==> src/rtl/serial_parallel_loader.sv <==
// serial_parallel_loader: collects NUM_ELEM elements of ELEM_W bits from an
// IN_W-bit valid/ready beat stream and publishes them together through a
// shadow register, so the consumer never sees a partially loaded set.
//
// Ports:
//   clk        rising-edge clock
//   rst        asynchronous active-low reset
//   start      begin a load (sampled only while idle)
//   abort      drop an in-progress load (no effect when not loading)
//   in_valid   serial_in carries a beat
//   serial_in  IN_W-bit beat
//   in_ready   beat accepted this cycle when in_valid is also high
//   busy       load or publish in progress
//   done       one-cycle pulse: elem_out holds a fresh complete set
//   elem_out   element k at [k*ELEM_W +: ELEM_W], element 0 received first
module serial_parallel_loader #(
  parameter int unsigned IN_W      = 8,
  parameter int unsigned ELEM_W    = 16,
  parameter int unsigned NUM_ELEM  = 9,
  parameter bit          MSB_FIRST = 1'b1
) (
  input  logic                         clk,
  input  logic                         rst,
  input  logic                         start,
  input  logic                         abort,
  input  logic                         in_valid,
  input  logic [IN_W-1:0]              serial_in,
  output logic                         in_ready,
  output logic                         busy,
  output logic                         done,
  output logic [NUM_ELEM*ELEM_W-1:0]   elem_out
);

  localparam int unsigned BEATS = ELEM_W / IN_W;
  localparam int unsigned BW    = (BEATS > 1) ? $clog2(BEATS) : 1;
  localparam int unsigned KW    = (NUM_ELEM > 1) ? $clog2(NUM_ELEM) : 1;
  localparam int unsigned OUT_W = NUM_ELEM * ELEM_W;

  localparam logic [BW-1:0] LAST_BEAT = BW'(BEATS - 1);
  localparam logic [KW-1:0] LAST_ELEM = KW'(NUM_ELEM - 1);

  typedef enum logic [1:0] {
    S_IDLE = 2'd0,
    S_LOAD = 2'd1,
    S_DONE = 2'd2
  } state_t;

  state_t          state;
  logic [BW-1:0]   beat_cnt;
  logic [KW-1:0]   elem_cnt;
  logic [ELEM_W-1:0] acc;
  logic [OUT_W-1:0]  shadow;

  logic [BW-1:0]     beat_pos_c;
  logic [ELEM_W-1:0] acc_c;
  logic              accept_c;

  // Element being assembled with the current beat merged into its slot;
  // abort wins over acceptance, and in_ready already implies LOAD.
  always_comb begin
    accept_c   = in_valid & in_ready & ~abort;
    beat_pos_c = MSB_FIRST ? (LAST_BEAT - beat_cnt) : beat_cnt;
    acc_c      = acc;
    for (int unsigned b = 0; b < BEATS; b++) begin
      if (beat_pos_c == BW'(b)) begin
        acc_c[b*IN_W +: IN_W] = serial_in;
      end
    end
  end

  // Load sequencer with registered handshake/status outputs.
  always_ff @(posedge clk or negedge rst) begin
    if (!rst) begin
      state    <= S_IDLE;
      in_ready <= 1'b0;
      busy     <= 1'b0;
      done     <= 1'b0;
      elem_out <= '0;
      shadow   <= '0;
      acc      <= '0;
      beat_cnt <= '0;
      elem_cnt <= '0;
    end else begin
      case (state)
        S_IDLE: begin
          done <= 1'b0;
          if (start) begin
            state    <= S_LOAD;
            in_ready <= 1'b1;
            busy     <= 1'b1;
            beat_cnt <= '0;
            elem_cnt <= '0;
            acc      <= '0;
          end
        end
        S_LOAD: begin
          if (abort) begin
            state    <= S_IDLE;
            in_ready <= 1'b0;
            busy     <= 1'b0;
            beat_cnt <= '0;
            elem_cnt <= '0;
            acc      <= '0;
          end else if (accept_c) begin
            if (beat_cnt == LAST_BEAT) begin
              for (int unsigned k = 0; k < NUM_ELEM; k++) begin
                if (elem_cnt == KW'(k)) begin
                  shadow[k*ELEM_W +: ELEM_W] <= acc_c;
                end
              end
              acc      <= '0;
              beat_cnt <= '0;
              if (elem_cnt == LAST_ELEM) begin
                state    <= S_DONE;
                in_ready <= 1'b0;
                elem_cnt <= '0;
              end else begin
                elem_cnt <= elem_cnt + KW'(1);
              end
            end else begin
              acc      <= acc_c;
              beat_cnt <= beat_cnt + BW'(1);
            end
          end
        end
        S_DONE: begin
          // Publish every slot in one edge; done lands in the first idle cycle.
          elem_out <= shadow;
          done     <= 1'b1;
          busy     <= 1'b0;
          state    <= S_IDLE;
        end
        default: begin
          state    <= S_IDLE;
          in_ready <= 1'b0;
          busy     <= 1'b0;
          done     <= 1'b0;
        end
      endcase
    end
  end

endmodule
==> config.mk <==
export PLATFORM = sky130hd
export DESIGN_NAME = serial_parallel_loader
export DESIGN_NICKNAME = d
export VERILOG_FILES = /design/src/rtl/serial_parallel_loader.sv
export SDC_FILE = /design/constraint.sdc
export NUM_CORES = 1
export LEC_CHECK = 0
export ABC_CLOCK_PERIOD_IN_PS = 2000
export BUFFER_PORTS_ARGS = -buffer_cell sky130_fd_sc_hd__clkbuf_2
export CORE_ASPECT_RATIO = 0.8
export CORE_MARGIN = 4
export CORE_UTILIZATION = 52
export CTS_BUF_LIST = sky130_fd_sc_hd__clkbuf_8 sky130_fd_sc_hd__clkbuf_16
export CTS_CLUSTER_SIZE = 28
export DETAILED_ROUTE_END_ITERATION = 10
export PLACE_DENSITY_LB_ADDON = 0.05
export SLEW_MARGIN = 20
export SYNTH_ARGS = -nofsm -noshare
export SYNTH_HDL_FRONTEND = slang
export SYNTH_SLANG_ARGS = --single-unit
==> constraint.sdc <==
create_clock -name clk -period 2 [get_ports clk]
set_input_delay 0.6 -clock clk [delete_from_list [all_inputs] [get_ports clk]]
set_output_delay 0.6 -clock clk [all_outputs]
set_load 0.01 [all_outputs]
==> impl_metrics.yaml <==
finish:
  layout_common_cells: "dfrtp_1, mux2_2, clkbuf_2"
  num_antenna_cells: 0
  design_area_um2: 14500
  areaGrowthSynthToFinish_pct: 21.0
  final_common_cell: "dfrtp_1"
  fill_cells: 1712
  multi_input_area_um2: 3970
  regArea_um2: 7860
  drive_gt1_share_pct: 60.4
  fin_nets: 932
route:
  avgRoutedWirePerCell_um: 21.4
  via_per_inst: 5.37
  antenna_left: 0
  dr.pass1.iters: 4
  drt_iter0_markers: 299
  drc_errors: 0
  routed_wl_um: 26600
  dr_total_vias: 6688
timing:
  final-setup-viol-count: 0
  fmax_ghz: 0.526
  finalWorstSetupSlack_ns: 0.0975
  final_hold_viol_count: 0
  rsz0062_at_grt: "false"
  min_period_over_period_pct: 95.1
  clock_skew_ns: 0.0177
  final_max_slew_viol_count: 0
  slew-limit-headroom_pct: 61.4
  holdWs_ns: 0.306
  finalCriticalPeriod_ns: 1.90
  worst_pin_slew_ns: 0.576
logic_synthesis:
  synthCells: 721
  synth-xor-area-share_pct: 0
  synthArstFlopShare_pct: 100
  synth_top_family_by_area: "multiplexers"
  synth_area_leaders: "dfrtp_1, mux2_2, buf_2, nand3_2, a22o_1"
  yosys_most_used_dff: "dfrtp_1"
  yosys.area.top_type_share_pct: 65.5
  ys_seq_area_share_pct: 65.5
  synth_top_area_cell: "dfrtp_1"
  yosys.area_share.simple_pct: 2.67
  avgSynthCellArea_um2: 16.6
  ys_seq_elements: 314
  synth_compound_area_share_pct: 1.36
  synth_area_um2: 12000
  yosys_warnings: 0
  synth-edff-count: 0
  ys_types: 33
  synthMuxAreaShare_pct: 28.5
  synth_fa_ha_area_share_pct: 0.417
  synth.net_count: 738
clock_tree:
  clk_latency_ns: 0.55
  post_cts_buffers: 0
  cts.sinks: 314
  cts_max_path_buffers: 3
  cts_inserted_buffers: 30
  clkTransAtPathRegs_ns: 0.07
  cts_tree: "built"
  htree_levels: 1
  clockRootBuffer: "clkbuf_16"
setup_path:
  cp_slowest_cell: "dfrtp_1"
  cp_cell_sequence: "inv_1 > ha_2 > and3b_1 > nand3_2 > nor2_2 > buf_12 > mux2_2"
  path_class: "flip-flop to flip-flop"
  critPathLaunchType: "flip-flop"
  arrival_ns: 2.32
  reg2regPathDepth: 7
  cp-end-kind: "flip-flop"
  cp_slowest_stage_delay_ns: 0.43
  path_max_fanout: 17
  crit_required_ns: 2.42
die:
  die_x_um: 178
  start_util_pct: 53.2
  core_area_um2: 22600
  dieArea_um2: 25600
  row_count: 49
  io_pins: 160
  die_y_um: 144
global_routing:
  grt_antenna_before_repair: 0
  grt.overflow.total: 0
  grtUsageTotal_pct: 21.3
  grt_max_degree: 81
  grt_pass1_wl_um: 42200
  grt_pass1_vias: 7303
min_path:
  hp-class: "primary input to flip-flop"
  min_path_cells: 2
pwr:
  vdd_ir_drop_max_v: 0.000533
  power.leakage_nw: 7.86
  powerDensity_nw_per_um2: 920
job:
  max-cap-violations: 0
status:
  status: "finished, final reports clean"
placed_design:
  numPortBuffers: 159
  dp_hpwl_um: 17400
  gp_congestion: 0.824
  dpl_cell_area_um2: 13400
  place_ws_ns: -0.0501
==> what timing repair did <==
action                     4_1_cts  5_1_grt
hold buffers                     1        0
setup endpoints to repair       31       16
gates resized for setup          1        2
pin swaps                        0        1
hold endpoints to repair        36        0
==> critical path: cells and delay by family (launching register included) <==
kind / cells / cell delay (ns)
buffers and inverters: 2 / 0.27
AND/OR/NAND/NOR: 3 / 0.52
flip-flops: 1 / 0.43
adder cells (fa/ha/maj): 1 / 0.21
multiplexers: 1 / 0.35
==> metal layers <==
metal  vias up  GRT usage (%)  routed length [um]
met5         -              0                   0
met4         0           3.91                 365
met3        29           4.29                1370
met2       150           34.8               12300
met1      3549           30.3               12500
li1       2960              -                   -
==> synth_stat cells, types with 3 or more instances <==
cell / n
and2_1: 6
mux2_2: 304
buf_2: 21
nand3_2: 8
clkbuf_1: 3
nand2_1: 8
nand3_1: 3
ha_1: 4
o21ai_0: 5
nand2b_1: 3
buf_6: 5
a22o_1: 8
inv_1: 4
dfrtp_1: 314
a21oi_1: 3
and2_2: 3
==> sequential cells by signal, indices dropped and copies added (netlist names) <==
signal and flops:
acc 16, beat_cnt 1, busy 1, done 1, elem_cnt 4, elem_out 144, in_ready 1, shadow 144
state 2
==> metrics by stage <==
stage               power [W]  setup TNS, ns  util [%]  cells
CTS                    0.0135              0      64.4   1245
global route           0.0139              0      64.4   1245
detailed placement    0.00757          -1.79      59.6   1188
finish                 0.0134              0      64.4   1245
floorplan             0.00710              0         -    721
global placement      0.00753         -0.772      59.6   1188
==> final timing paths <==
kind / start / endpoint / slack [ns]
worst max-delay path: elem_cnt[1] / shadow[135] / 0.1
worst min-delay path: serial_in[3] / acc[11] / 0.31
worst max register to register: elem_cnt[1] / shadow[135] / 0.1
worst min register to register: done / done / 0.49
max in group asynchronous: rst / acc[8] / 0.77
min in group asynchronous: rst / elem_out[72] / 0.57
==> cell families (layout without fill, tap and decap cells) <==
kind of cell,Yosys count,count (layout)
AND/OR/NAND/NOR,43,43
buffers and inverters,33,251
flip-flops,314,314
multiplexers,304,304
AO/OA/AOI/OAI,23,23
adder cells (fa/ha/maj),4,4
==> cell type report <==
type | count | area share (%)
flip-flops and latches | 314 | 54.1
repair buffers | 191 | 8.51
inverters | 4 | 0.103
clock buffers | 41 | 6.29
multi-input cells | 374 | 27.4
well taps | 306 | 2.64
clock inverters | 15 | 1.02
==> report_power, final <==
group	switching [W]	internal (W)	total, W	leakage (nW)
Combinational	0.000529	0.000295	0.000824	2.94
Sequential	0.0000905	0.00653	0.00662	4.37
Clock	0.00237	0.00356	0.00593	0.550
Total	0.00299	0.0104	0.0134	7.86
No activity file was read; power rests on OpenSTA's default activity.
